File: config.mk
export PLATFORM = sky130hd
export DESIGN_NAME = sync_fifo_ctrl_16x8
export DESIGN_NICKNAME = d
export VERILOG_FILES = /design/src/rtl/sync_fifo_ctrl_16x8.sv
export SDC_FILE = /design/constraint.sdc
export NUM_CORES = 1
export LEC_CHECK = 0
export CAP_MARGIN = 20
export CORE_MARGIN = 1.5
export CORE_UTILIZATION = 39
export CTS_CLUSTER_DIAMETER = 60
export DETAILED_ROUTE_END_ITERATION = 8
export HOLD_SLACK_MARGIN = 0.02
export PLACE_DENSITY = 0.84
export SKIP_CTS_REPAIR_TIMING = 1
export SYNTH_ARGS = -nofsm -noshare
export SYNTH_HDL_FRONTEND = slang
export SYNTH_SLANG_ARGS = --single-unit
File: constraint.sdc
create_clock -name clk -period 4.1 [get_ports clk]
set_input_delay 1.025 -clock clk [delete_from_list [all_inputs] [get_ports clk]]
set_output_delay 1.025 -clock clk [all_outputs]
set_load 0.02 [all_outputs]
File: src/rtl/sync_fifo_ctrl_16x8.sv
// Pointer/flag controller that turns a 16x8 synchronous dual-port RAM into a FIFO.
// Drives the RAM ports, tracks occupancy and flags, and aligns read data with a valid strobe.
module sync_fifo_ctrl_16x8 #(
  parameter int ADDR_WIDTH = 4,
  parameter int DATA_WIDTH = 8,
  parameter int AF_LEVEL   = 14,
  parameter int AE_LEVEL   = 2
) (
  input  logic                  clk,
  input  logic                  rst,
  input  logic                  push,
  input  logic [DATA_WIDTH-1:0] push_data,
  input  logic                  pop,
  input  logic                  clr_err,
  output logic                  ram_wr_enb,
  output logic [ADDR_WIDTH-1:0] ram_wr_addr,
  output logic [DATA_WIDTH-1:0] ram_wr_data,
  output logic                  ram_rd_enb,
  output logic [ADDR_WIDTH-1:0] ram_rd_addr,
  input  logic [DATA_WIDTH-1:0] ram_rd_data,
  output logic [DATA_WIDTH-1:0] pop_data,
  output logic                  pop_valid,
  output logic                  full,
  output logic                  empty,
  output logic                  almost_full,
  output logic                  almost_empty,
  output logic [ADDR_WIDTH:0]   count,
  output logic                  overflow,
  output logic                  underflow
);

  localparam int DEPTH = 2 ** ADDR_WIDTH;
  localparam logic [ADDR_WIDTH:0] DEPTH_C = DEPTH[ADDR_WIDTH:0];
  localparam logic [ADDR_WIDTH:0] AF_C    = AF_LEVEL[ADDR_WIDTH:0];
  localparam logic [ADDR_WIDTH:0] AE_C    = AE_LEVEL[ADDR_WIDTH:0];

  logic [ADDR_WIDTH-1:0] wr_ptr;
  logic [ADDR_WIDTH-1:0] rd_ptr;
  logic                  push_ok;
  logic                  pop_ok;

  // A push into a full FIFO is still legal when a pop frees the slot in the same cycle;
  // the RAM's read-before-write hands the old word to the consumer.
  assign pop_ok  = pop & ~empty;
  assign push_ok = push & (~full | pop_ok);

  assign ram_wr_enb  = push_ok;
  assign ram_wr_addr = wr_ptr;
  assign ram_wr_data = push_data;
  assign ram_rd_enb  = pop_ok;
  assign ram_rd_addr = rd_ptr;

  // The RAM output register already provides the one cycle of read latency.
  assign pop_data = ram_rd_data;

  assign full         = (count == DEPTH_C);
  assign empty        = (count == '0);
  assign almost_full  = (count >= AF_C);
  assign almost_empty = (count <= AE_C);

  // NOTE: sequential state uses non-blocking assignments so every register samples
  // pre-edge values, independent of statement order inside the block.
  always_ff @(posedge clk or negedge rst) begin
    if (!rst) begin
      wr_ptr    <= '0;
      rd_ptr    <= '0;
      count     <= '0;
      pop_valid <= 1'b0;
      overflow  <= 1'b0;
      underflow <= 1'b0;
    end else begin
      wr_ptr    <= wr_ptr + ADDR_WIDTH'(push_ok);
      rd_ptr    <= rd_ptr + ADDR_WIDTH'(pop_ok);
      pop_valid <= pop_ok;

      unique case ({push_ok, pop_ok})
        2'b10:   count <= count + 1'b1;
        2'b01:   count <= count - 1'b1;
        default: count <= count;
      endcase

      // Set has priority over clear so a rejection in the clearing cycle is not lost.
      if (push & ~push_ok)  overflow <= 1'b1;
      else if (clr_err)     overflow <= 1'b0;

      if (pop & ~pop_ok)    underflow <= 1'b1;
      else if (clr_err)     underflow <= 1'b0;
    end
  end

endmodule
; Word-level counts from Yosys, hierarchy flattened
; Cells that the tools add are included.
; Widths: inputs -> output; s select.
[op_classes]
n_reduce_logical = 4
addsub = 4
n_eq_ne = 3
n_shift = 0
n_div = 0
bitwise = 9
magnitude_cmp = 2
mul = 0
n_mux = 4
[ops]
columns = op, n
row1 = $pmux 5 s2, 1
row2 = $add 4x1->4, 2
row3 = $reduce_bool 2->1, 3
row4 = $add 5x1->5 const B, 1
row5 = $eq 5x5->1 const B, 1
row6 = $ge 5x4->1 const B, 1
row7 = $le 5x2->1 const B, 1
row8 = $logic_not 5->1, 1
row9 = $sub 5x1->5 const B, 1
row10 = $and 1x1->1, 4
row11 = $not 1->1, 4
row12 = $mux 1, 3
row13 = $eq 2x1->1 const B, 1
row14 = $eq 2x2->1 const B, 1
row15 = $or 1x1->1, 1
[word_totals]
mem_count = 0
output_inout_bits = 38
elab_cells = 32
rom_bits = 0
latch_bits = 0
register_bits = 16
mem_bits_rw = 0

; Longest topological paths before layout
; Gate-level depths: netlist (run 1).
[depth]
depth_word = 8
depth_mapped = 11
ltp_nobuf = 11

; Worst setup path after synthesis (run 1)
; Ideal clock, no wire load.
[synth_path]
kind = register to register
start = reg count[0]
end = reg count[4]
synth_period_minus_slack_ns = 3.346
required_ns = 3.965
setup_time_ns = 0.135
arrival_ns = 3.211
path_slack_ns = 0.754
stages_incl_launch_ff = 10
cell_sequence = dfrtp_1 > or3_4 > nor3_1 > nor2b_1 > ha_1 > ha_1 > nor2b_1 > or4_1 > nand3_1 > o311ai_1
[synth_between]
elab_chain_len = 7
elab_cells_between_ends = 13
[synth_lines]
columns = item, line
row1 = start: declaration, 27  ; output logic [ADDR_WIDTH:0] count,
row2 = start signal: assignment, 77  ; 2'b10: count <= count + 1'b1;
row3 = start signal: assignment, 78  ; 2'b01: count <= count - 1'b1;
row4 = start signal: assignment, 79  ; default: count <= count;
row5 = $logic_not 5->1 *, 57  ; assign empty = (count == '0);
row6 = net empty, 24  ; output logic empty,
row7 = $not 1->1 *, 44  ; assign pop_ok = pop & ~empty;
row8 = $and 1x1->1 *, 44
row9 = net ram_rd_enb, 18  ; output logic ram_rd_enb,
row10 = $or 1x1->1, 45  ; assign push_ok = push & (~full | pop_ok);
row11 = $and 1x1->1, 45
row12 = $eq 2x1->1 / $eq 2x2->1 (equally long branches), 76  ; unique case ({push_ok, pop_ok})
row13 = $pmux 5 s2 / $reduce_bool 2->1 (equally long branches), -
; Mark *: on every way through the listed nets, which the timed path passes. The rest lies on a longest branch.
; A chain may end at the register's enable or synchronous reset.

; Worst setup path in the final report (run 1)
[layout_path]
start = in pop
end = out ram_wr_enb
[layout_between]
elab_chain_len = 3
[layout_lines]
columns = item, line
row1 = start: declaration, 13  ; input logic pop,
row2 = $and 1x1->1, 44
row3 = $or 1x1->1, 45
row4 = $and 1x1->1, 45
row5 = end: declaration, 15  ; output logic ram_wr_enb,
; No other way between the ends.

==> results by group, run 1 <==
Routing
  – DRC errors left: 0
  – Detailed Route Iter0 Violations: 14
  – Routed Antenna Nets: 0
  – Post-detailed-route wirelength per cell: 12.82 um
  – Number of vias after detailed routing: 682
  – Post-Route WL: 1679 um
  – Length of the first detailed-routing pass in iterations: 2
  – Drt via density: 5.206

Placement
  – Post-DP HPWL: 1379 um
  – Port Buf Inserts: 26
  – Weighted congestion at the end of routability-driven global placement: 0.6960

Die
  – Rows: 17
  – Height of the die: 52.45 um
  – Initial Util: 42.29%
  – Area inside the core boundary: 0.002255 mm^2
  – Width of the chip: 52.45 um
  – Ports placed on the boundary: 59
  – Die Area: 0.002750 mm^2

Clocking
  – TritonCTS clock tree: done
  – Clock-pin transition on the worst setup and hold timing paths: 70 ps
  – H-Tree Depth: 1
  – Clk sinks: 16
  – Latest clock arrival within the worst-skew pair: 260 ps
  – Buffer depth of the longest clock path: 2
  – Root buf cell: sky130_fd_sc_hd__clkbuf_4
  – CTS buffer count: 3

Run status
  – Result of the run: complete, no violations

STA
  – Worst-margin pin slew: 677.9 ps
  – Setup clock skew after layout: 4.372 ps
  – Slew margin rel.: 54.67%
  – Shortest clock period the worst path allows after layout: 3604 ps
  – Final critical-path share of the clock period: 87.90%
  – Endpoints failing hold: 0
  – Final count of pins violating max slew: 0
  – Final setup viols: 0
  – Timing-limited maximum frequency: 277.5 MHz
  – Setup repair after global routing missed its margin: false
  – WHS: 471.9 ps
  – Accumulated negative setup slack: 0 ps

Critical path
  – Critical path's largest stage delay: 530 ps
  – Total buffers and inverters traversed by the critical path: 2
  – Cells along the critical path: clkdlybuf4s50_1 > or3_4 > and2_4 > clkdlybuf4s50_1
  – Cell family with most CP delay: buffers and inverters
  – Endpoint kind of the worst setup timing path: output port
  – Startpoint class of the critical path: input pin
  – Worst path depth: 4
  – Critical path arrival: 2580 ps
  – Depth of the most critical reg-to-reg path: 9
  – Maximum fanout encountered on the critical timing path: 3
  – Worst Setup Path Type: input pin to output port
  – Critical-path cell with the highest stage delay: sky130_fd_sc_hd__clkdlybuf4s50_1
  – Worst path most repeated cell: sky130_fd_sc_hd__clkdlybuf4s50_1
  – Setup slack of the worst register-to-register path: 1130 ps
  – Required @ worst endpoint: 3070 ps

Logic synthesis
  – Mapped Area: 953.4 um^2
  – Post-synthesis instance total: 91
  – Yosys synthesis warning count: 0
  – Number of distinct library cells after synthesis: 29
  – Mapped Avg Cell Area: 10.48 um^2
  – Post-Synthesis Net Count: 121
  – Flop and latch count out of synthesis: 16
  – Proportion of synthesized chip area in sequential cells: 41.99%

Global route
  – Total congestion overflow: 0
  – Met2 Resource Use GR: 22.92%
  – Number of global-route vias before repair: 639
  – Met3 Use GR: 4.571%
  – Maximum number of pins on one net before global-route repair: 17
  – GRT Overall Usage: 13.00%
  – Met1 track utilization from global routing: 13.49%
  – Initial antenna violation count: 0
  – Most Crowded Layer GR: met2
  – Wire length of the first global-routing pass: 2704 um

Worst hold path
  – Worst Hold Class: flip-flop to flip-flop
  – Hold Path Stages: 1

Final layout
  – Layout cell share with drive strength beyond 1: 8.738%
  – Multi-input combinational cell area: 406.6 um^2
  – Antenna cells: 0
  – Number of filler cells placed in the layout: 202
  – Layout area overhead: 20.34%
  – FF+latch area: 400.4 um^2
  – Final layout net count: 135

Pwr
  – Power per cell area: 806.4 mW/mm^2
  – Leakage component of the power: 0.4935 nW
  – Max VDD drop: 383.6 uV

Run
  – Max capacitance violation total: 0
registers in the layout, indices dropped and copies added, names as in the netlist:
| signal | count |
|---|---|
| count | 5 |
| ram_rd_addr | 4 |
| ram_wr_addr | 4 |
| overflow | 1 |
| pop_valid | 1 |
| underflow | 1 |
area by class of cell:
class	instances	area share (%)
multi-input cells	52	35.44
clock buffers	3	1.963
flip-flops and latches	16	34.90
inverters	6	1.963
well taps	28	3.053
repair buffers	26	22.68
layer usage:
layer / up-vias / part of all wire, %
li1: 321 / -
met4: 0 / 2.0
met5: - / 0
met2: 31 / 46
met3: 8 / 10
met1: 322 / 41
path summary, 6_finish.rpt:
path / start / endpoint
max in group asynchronous: rst / overflow$_DFFE_PN0P_
hold reg to reg: ram_wr_addr[3]$_DFF_PN0_ / ram_wr_addr[3]$_DFF_PN0_
min in group asynchronous: rst / pop_valid$_DFF_PN0_
setup reg to reg: count[0]$_DFFE_PN0P_ / count[4]$_DFFE_PN0P_
hold / removal: ram_wr_addr[3]$_DFF_PN0_ / ram_wr_addr[3]$_DFF_PN0_
setup / recovery: pop / ram_wr_enb
Yosys cell counts:
cell | instances | area, um^2
sky130_fd_sc_hd__nor2b_1 | 2 | 12.51
sky130_fd_sc_hd__o311ai_1 | 1 | 8.760
sky130_fd_sc_hd__a31o_2 | 1 | 8.760
sky130_fd_sc_hd__dfrtp_1 | 16 | 400.4
sky130_fd_sc_hd__nand3_1 | 3 | 15.01
sky130_fd_sc_hd__or3b_2 | 1 | 8.760
sky130_fd_sc_hd__or3_4 | 2 | 22.52
sky130_fd_sc_hd__and2_4 | 1 | 8.760
sky130_fd_sc_hd__ha_1 | 8 | 100.1
sky130_fd_sc_hd__or3_1 | 1 | 6.260
sky130_fd_sc_hd__xnor2_1 | 3 | 26.28
sky130_fd_sc_hd__o21ai_0 | 6 | 30.03
sky130_fd_sc_hd__clkbuf_1 | 1 | 3.750
sky130_fd_sc_hd__o22ai_1 | 1 | 6.260
sky130_fd_sc_hd__a2111oi_0 | 1 | 8.760
sky130_fd_sc_hd__xor2_1 | 4 | 35.03
sky130_fd_sc_hd__o21a_1 | 1 | 7.510
sky130_fd_sc_hd__or4_1 | 1 | 7.510
sky130_fd_sc_hd__buf_4 | 16 | 120.1
sky130_fd_sc_hd__nand2b_1 | 1 | 6.260
sky130_fd_sc_hd__fa_1 | 1 | 20.02
sky130_fd_sc_hd__nand2_1 | 6 | 22.52
sky130_fd_sc_hd__o311a_1 | 1 | 10.01
sky130_fd_sc_hd__a21o_2 | 1 | 8.760
sky130_fd_sc_hd__a21oi_1 | 1 | 5.000
sky130_fd_sc_hd__nor3_1 | 2 | 10.01
sky130_fd_sc_hd__nor3b_1 | 1 | 7.510
sky130_fd_sc_hd__nor2_1 | 1 | 3.750
sky130_fd_sc_hd__inv_1 | 6 | 22.52
cell usage in the layout (no fill, tap or decap), types with 2 or more instances in the layout:
cell type                         count
sky130_fd_sc_hd__nor2b_1              2
sky130_fd_sc_hd__nand3_1              3
sky130_fd_sc_hd__clkbuf_4             3
sky130_fd_sc_hd__o21ai_0              6
sky130_fd_sc_hd__clkdlybuf4s50_1     26
sky130_fd_sc_hd__nor3_1               2
sky130_fd_sc_hd__xor2_1               4
sky130_fd_sc_hd__xnor2_1              3
sky130_fd_sc_hd__inv_1                6
sky130_fd_sc_hd__ha_1                 8
sky130_fd_sc_hd__dfrtp_1             16
sky130_fd_sc_hd__or3_4                2
sky130_fd_sc_hd__nand2_1              6
worst register-to-register path: stages, from the launching register on:
cell                       delay [ps]
sky130_fd_sc_hd__dfrtp_1          460
sky130_fd_sc_hd__or3_4            420
sky130_fd_sc_hd__nor3_1           300
sky130_fd_sc_hd__nor2b_1          170
sky130_fd_sc_hd__ha_1             320
sky130_fd_sc_hd__ha_1             350
sky130_fd_sc_hd__nor2b_1          170
sky130_fd_sc_hd__or4_1            470
sky130_fd_sc_hd__nand3_1           90
sky130_fd_sc_hd__o311ai_1         100
cells by family (layout without fill, tap and decap cells):
group,Yosys count,after routing,synth area share [%]
buffers and inverters,23,35,15.35
AOI/OAI and AO/OA,14,14,9.844
xor gates and xnor gates,7,7,6.431
adders and majority gates,9,9,12.60
and+or+nand+nor,22,22,13.78
DFF,16,16,41.99
report_power, final:
group | internal (W) | switching [W]
combinational | 0.000271 | 0.000273
clock | 0.0000339 | 0.0000391
sequential | 0.000232 | 0.0000762
metrics by stage:
step	std cells	util, %	cell area, um^2	power, W	setup slack, ps
3_3_place_gp	128	49.89	1125	0.0008403	520.7
2_1_floorplan	91	-	953.4	0.0006379	753.7
5_1_grt	131	50.89	1147	0.0009967	473.5
4_1_cts	131	50.89	1147	0.0009364	502.7
6_report	131	50.89	1147	0.0009252	495.9
3_5_place_dp	128	49.89	1125	0.0008621	507.6
No activity file was read; power rests on OpenSTA's default activity.
==> inputs of run 2 (changes only) <==
- ABC_CLOCK_PERIOD_IN_PS: unset -> 4100
- CORE_MARGIN: 1.5 -> unset
==> run 2 against run 1 <==
Net effect:
- power rose by 3.4%
- core utilization rose by 0.61 points
- fmax fell by 0.17%
- cell count rose by 0.76%
- setup slack got worse by 6.2 ps
- clock skew fell by 1.9 ps
==> results by group, run 2 (synthesis results as in run 1) <==
Final layout
  – Final layout net count: 135 (unchanged)
  – Top register by number of flip-flops: count (unchanged)
  – Antenna cells: 0 (unchanged)
  – Layout cell share with drive strength beyond 1: 9.615% (was 8.738%)
  – Flip-flop count of the largest register, all copies and words added: 5 (unchanged)
  – Most frequent cells in the layout: sky130_fd_sc_hd__clkdlybuf4s50_1 (26), sky130_fd_sc_hd__dfrtp_1 (16), sky130_fd_sc_hd__ha_1 (8) (unchanged)
  – Post-route design area: 0.001161 mm^2 (was 0.001147 mm^2)
  – Most common cell after layout, fill and taps aside: sky130_fd_sc_hd__clkdlybuf4s50_1 (unchanged)
  – Layout area overhead: 21.78% (was 20.34%)

Placement
  – Port Buf Inserts: 26 (unchanged)
  – Cell area after placement: 0.001125 mm^2 (unchanged)
  – Weighted congestion at the end of routability-driven global placement: 0.7053 (was 0.6960)
  – Post-DP HPWL: 1403 um (was 1379 um)

Clocking
  – Root buf cell: sky130_fd_sc_hd__clkbuf_4 (unchanged)
  – Clk sinks: 16 (unchanged)
  – Clock-pin transition on the worst setup and hold timing paths: 90 ps (was 70 ps)
  – Buffer depth of the longest clock path: 2 (unchanged)
  – CTS buffer count: 3 (unchanged)
  – H-Tree Depth: 1 (unchanged)
  – Latest clock arrival within the worst-skew pair: 280 ps (was 260 ps)
  – TritonCTS clock tree: done (unchanged)

Pwr
  – Power per cell area: 823.7 mW/mm^2 (was 806.4 mW/mm^2)
  – Max VDD drop: 486.7 uV (was 383.6 uV)
  – Leakage component of the power: 0.5007 nW (was 0.4935 nW)

STA
  – Worst-margin pin slew: 668.9 ps (was 677.9 ps)
  – Setup clock skew after layout: 2.494 ps (was 4.372 ps)
  – Endpoints failing hold: 0 (unchanged)
  – Final setup viols: 0 (unchanged)
  – Final critical-path share of the clock period: 88.06% (was 87.90%)
  – Timing-limited maximum frequency: 277.0 MHz (was 277.5 MHz)
  – Setup repair after global routing missed its margin: false (unchanged)
  – Shortest clock period the worst path allows after layout: 3610 ps (was 3604 ps)
  – Final count of pins violating max slew: 0 (unchanged)
  – Slew margin rel.: 55.26% (was 54.67%)
  – WHS: 473.8 ps (was 471.9 ps)
  – Accumulated negative setup slack: 0 ps (unchanged)

Routing
  – Routed Antenna Nets: 0 (unchanged)
  – Post-detailed-route wirelength per cell: 13.45 um (was 12.82 um)
  – Detailed Route Iter0 Violations: 8 (was 14)
  – Length of the first detailed-routing pass in iterations: 4 (was 2)
  – Drt via density: 5.144 (was 5.206)
  – DRC errors left: 0 (unchanged)
  – Number of vias after detailed routing: 679 (was 682)
  – Post-Route WL: 1775 um (was 1679 um)

Global route
  – GRT Overall Usage: 14.69% (was 13.00%)
  – Initial antenna violation count: 0 (unchanged)
  – Wire length of the first global-routing pass: 2904 um (was 2704 um)
  – Maximum number of pins on one net before global-route repair: 17 (unchanged)
  – Number of global-route vias before repair: 673 (was 639)
  – Total congestion overflow: 0 (unchanged)

Worst hold path
  – Worst Hold Class: flip-flop to flip-flop (unchanged)

Die
  – Die Area: 0.002647 mm^2 (was 0.002750 mm^2)
  – Ports placed on the boundary: 59 (unchanged)
  – Area inside the core boundary: 0.002255 mm^2 (unchanged)
  – Initial Util: 42.29% (unchanged)
  – Width of the chip: 51.45 um (was 52.45 um)
  – Height of the die: 51.45 um (was 52.45 um)
  – Rows: 17 (unchanged)

Critical path
  – Setup slack of the worst register-to-register path: 1150 ps (was 1130 ps)
  – Maximum fanout encountered on the critical timing path: 3 (unchanged)
  – Startpoint class of the critical path: input pin (unchanged)
  – Worst Setup Path Type: input pin to output port (unchanged)
  – Endpoint kind of the worst setup timing path: output port (unchanged)
  – Critical path arrival: 2590 ps (was 2580 ps)
  – Required @ worst endpoint: 3070 ps (about the same)

Run status
  – Result of the run: complete, no violations (unchanged)

Run
  – Max capacitance violation total: 0 (unchanged)
## run 2: final cells by class
type | instances | area [um^2]
sequential | 16 | 400.4
fill | 205 | 1094
multi-input combinational | 52 | 406.6
tap | 28 | 35.03
clock buffer | 4 | 36.28
inverter | 6 | 22.52
timing repair buffer | 26 | 260.3
## run 2: path summary, 6_finish.rpt
path | start | endpoint | cells after the start
max in group asynchronous | rst | ram_rd_addr[1]$_DFF_PN0_ | 1
setup reg to reg | count[0]$_DFFE_PN0P_ | count[4]$_DFFE_PN0P_ | 9
setup / recovery | pop | ram_wr_enb | 4
min in group asynchronous | rst | ram_wr_addr[3]$_DFF_PN0_ | 1
hold / removal | ram_wr_addr[3]$_DFF_PN0_ | ram_wr_addr[3]$_DFF_PN0_ | 1
hold reg to reg | ram_wr_addr[3]$_DFF_PN0_ | ram_wr_addr[3]$_DFF_PN0_ | 1
## run 2: layer usage
metal / up-vias / share of wire [%] / GRT usage (%)
li1: 321 / - / -
met1: 316 / 43 / 16.54
met2: 38 / 47 / 25.32
met3: 4 / 9.4 / 3.274
met4: 0 / 1.1 / 8.108
met5: - / 0 / 0
## run 2: through the flow
stage               instances  utilization, %  total power, W  setup slack [ps]
detailed placement        128           49.89       0.0008612             505.7
finish                    132           51.50       0.0009564             489.7
CTS                       132           51.50       0.0009640             492.7
floorplan                  91               -       0.0006379             753.7
global route              132           51.50        0.001028             460.9
global placement          128           49.89       0.0008394             521.3
## run 2: report_power, final
part / internal, W / switching (W) / total [W]
registers: 0.000232 / 0.0000796 / 0.000312
logic: 0.000271 / 0.000273 / 0.000544
clock network: 0.0000541 / 0.0000464 / 0.000100
## run 2: critical path, stage by stage
cell and delay (ps):
sky130_fd_sc_hd__clkdlybuf4s50_1 450, sky130_fd_sc_hd__or3_4 420, sky130_fd_sc_hd__and2_4 170, sky130_fd_sc_hd__clkdlybuf4s50_1 520
==> inputs of run 3 (changes only) <==
- CORE_UTILIZATION: 39 -> 35
- HOLD_SLACK_MARGIN: 0.02 -> 0.06
- PLACE_DENSITY: 0.84 -> 0.77
==> run 3 against run 2 <==
Net effect:
- first-iteration DRC count is 50% lower
- largest cell class unchanged
- setup slack better by 3.9 ps
- core utilization is 5.9 points lower
==> results by group, run 3 (synthesis results as in run 1) <==
Final layout
  – Final layout net count: 135 (unchanged)
  – Most common cell after layout, fill and taps aside: sky130_fd_sc_hd__clkdlybuf4s50_1 (unchanged)
  – Flip-flop count of the largest register, all copies and words added: 5 (unchanged)
  – Top register by number of flip-flops: count (unchanged)
  – Layout cell share with drive strength beyond 1: 8.738% (was 9.615%)
  – Layout area overhead: 20.60% (was 21.78%)
  – Antenna cells: 0 (unchanged)
  – Most frequent cells in the layout: sky130_fd_sc_hd__clkdlybuf4s50_1 (26), sky130_fd_sc_hd__dfrtp_1 (16), sky130_fd_sc_hd__ha_1 (8) (unchanged)
  – Post-route design area: 0.001150 mm^2 (was 0.001161 mm^2)

Clocking
  – Latest clock arrival within the worst-skew pair: 270 ps (was 280 ps)
  – Clk sinks: 16 (unchanged)
  – TritonCTS clock tree: done (unchanged)
  – H-Tree Depth: 1 (unchanged)
  – Root buf cell: sky130_fd_sc_hd__clkbuf_4 (unchanged)
  – CTS buffer count: 3 (unchanged)
  – Clock-pin transition on the worst setup and hold timing paths: 80 ps (was 90 ps)
  – Buffer depth of the longest clock path: 2 (unchanged)

STA
  – Fin worst setup slack: 493.6 ps (was 489.7 ps)
  – Final count of pins violating max slew: 0 (unchanged)
  – Final critical-path share of the clock period: 87.96% (was 88.06%)
  – Worst-margin pin slew: 699.2 ps (was 668.9 ps)
  – Endpoints failing hold: 0 (unchanged)
  – Final setup viols: 0 (unchanged)
  – Shortest clock period the worst path allows after layout: 3606 ps (was 3610 ps)
  – WHS: 468.1 ps (was 473.8 ps)
  – Setup repair after global routing missed its margin: false (unchanged)
  – Slew margin rel.: 53.24% (was 55.26%)
  – Timing-limited maximum frequency: 277.3 MHz (was 277.0 MHz)
  – Accumulated negative setup slack: 0 ps (unchanged)
  – Setup clock skew after layout: 0.5794 ps (was 2.494 ps)

Global route
  – Maximum number of pins on one net before global-route repair: 17 (unchanged)
  – Total congestion overflow: 0 (unchanged)
  – Initial antenna violation count: 0 (unchanged)
  – Met3 Use GR: 3.107% (was 3.274%)
  – GRT Overall Usage: 13.71% (was 14.69%)
  – Wire length of the first global-routing pass: 2918 um (was 2904 um)
  – Most Crowded Layer GR: met2 (unchanged)
  – Met1 track utilization from global routing: 14.85% (was 16.54%)
  – Met2 Resource Use GR: 25.81% (was 25.32%)
  – Number of global-route vias before repair: 680 (was 673)

Routing
  – Post-detailed-route wirelength per cell: 13.46 um (was 13.45 um)
  – DRC errors left: 0 (unchanged)
  – Number of vias after detailed routing: 661 (was 679)
  – Detailed Route Iter0 Violations: 4 (was 8)
  – Routed Antenna Nets: 0 (unchanged)
  – Length of the first detailed-routing pass in iterations: 4 (unchanged)
  – Drt via density: 4.970 (was 5.144)
  – Post-Route WL: 1790 um (was 1775 um)

Pwr
  – Combinational power share: 58.5% (was 56.9%)
  – Leakage component of the power: 0.4935 nW (was 0.5007 nW)
  – Clk network pwr share: 8.0% (was 10.5%)
  – Internal power contribution: 0.0005383 W (was 0.0005573 W)
  – Net switching fraction of the power: 42.17% (was 41.73%)
  – Max VDD drop: 384.3 uV (was 486.7 uV)
  – Flop pwr share: 33.5% (was 32.6%)
  – Switch Pwr: 0.0003925 W (was 0.0003991 W)
  – Power per cell area: 809.5 mW/mm^2 (was 823.7 mW/mm^2)

Critical path
  – Reg-to-Reg Start: count[0]$_DFFE_PN0P_ (unchanged)
  – Endpoint kind of the worst setup timing path: output port (unchanged)
  – Worst Setup Path Type: input pin to output port (unchanged)
  – Startpoint class of the critical path: input pin (unchanged)
  – Required @ worst endpoint: 3070 ps (about the same)
  – Maximum fanout encountered on the critical timing path: 3 (unchanged)
  – Critical register-to-register path endpoint: count[4]$_DFFE_PN0P_ (unchanged)
  – Depth of the most critical reg-to-reg path: 9 (unchanged)
  – Setup slack of the worst register-to-register path: 1130 ps (was 1150 ps)
  – Critical path arrival: 2580 ps (was 2590 ps)

Die
  – Die Area: 0.002937 mm^2 (was 0.002647 mm^2)
  – Rows: 18 (was 17)
  – Area inside the core boundary: 0.002522 mm^2 (was 0.002255 mm^2)
  – Width of the chip: 54.19 um (was 51.45 um)
  – Ports placed on the boundary: 59 (unchanged)
  – Height of the die: 54.19 um (was 51.45 um)
  – Initial Util: 37.80% (was 42.29%)

Placement
  – Weighted congestion at the end of routability-driven global placement: 0.7101 (was 0.7053)
  – Cell area after placement: 0.001127 mm^2 (was 0.001125 mm^2)
  – Port Buf Inserts: 26 (unchanged)
  – Post-DP HPWL: 1451 um (was 1403 um)
  – Post-place setup slack: 497.2 ps (was 505.7 ps)

Run status
  – Result of the run: complete, no violations (unchanged)

Worst hold path
  – Hold Path Stages: 1 (unchanged)
  – Worst Hold Launch: ram_rd_addr[3]$_DFF_PN0_ (was ram_wr_addr[3]$_DFF_PN0_)
  – Worst Hold Class: flip-flop to flip-flop (unchanged)
  – Hold Path Sink: ram_rd_addr[3]$_DFF_PN0_ (was ram_wr_addr[3]$_DFF_PN0_)

Run
  – Max capacitance violation total: 0 (unchanged)
## run 3: changes by cell type in the layout (fill, tap and decap cells not counted), sizes merged
cell	before	now
clkbuf	4	3
## run 3: power groups by stage
| stage | combinational [W] | sequential [W] | clock, W |
|---|---|---|---|
| floorplan | 0.000250 | 0.000388 | 0 |
| global placement | 0.000532 | 0.000312 | 0 |
| detailed placement | 0.000549 | 0.000315 | 0 |
| CTS | 0.000550 | 0.000312 | 0.0000784 |
| global route | 0.000602 | 0.000327 | 0.0000860 |
| finish | 0.000544 | 0.000311 | 0.0000748 |
## run 3: cell type report
| type | instances | area [um^2] |
|---|---|---|
| Inverter | 6 | 22.52 |
| Fill cell | 247 | 1373 |
| Multi-Input combinational cell | 52 | 406.6 |
| Sequential cell | 16 | 400.4 |
| Clock buffer | 3 | 22.52 |
| Tap cell | 30 | 37.54 |
| Timing Repair Buffer | 26 | 260.3 |
## run 3: through the flow
stage | total power [W] | instances | util [%]
2_1_floorplan | 0.0006379 | 91 | -
3_3_place_gp | 0.0008434 | 130 | 44.69
3_5_place_dp | 0.0008643 | 130 | 44.69
4_1_cts | 0.0009408 | 133 | 45.59
5_1_grt | 0.001015 | 133 | 45.59
6_report | 0.0009308 | 133 | 45.59
## run 3: worst max path at each step
stage               slack (ps)            startpoint                   end
finish                     490                   pop            ram_wr_enb
floorplan                  750  count[0]$_DFFE_PN0P_  count[4]$_DFFE_PN0P_
global placement           520                   pop            ram_wr_enb
detailed placement         500                   pop            ram_wr_enb
global route               420                   pop            ram_wr_enb
CTS                        490                   pop            ram_wr_enb
## run 3: metal layers
layer  share of wire (%)  vias to the layer above
li1                    -                      319
met1                  43                      306
met2                  48                       34
met3                 8.5                        2
met4                0.34                        0
met5                   0                        -
## run 3: critical path, stage by stage
cell and delay, ps:
sky130_fd_sc_hd__clkdlybuf4s50_1 450, sky130_fd_sc_hd__or3_4 410, sky130_fd_sc_hd__and2_4 170, sky130_fd_sc_hd__clkdlybuf4s50_1 520
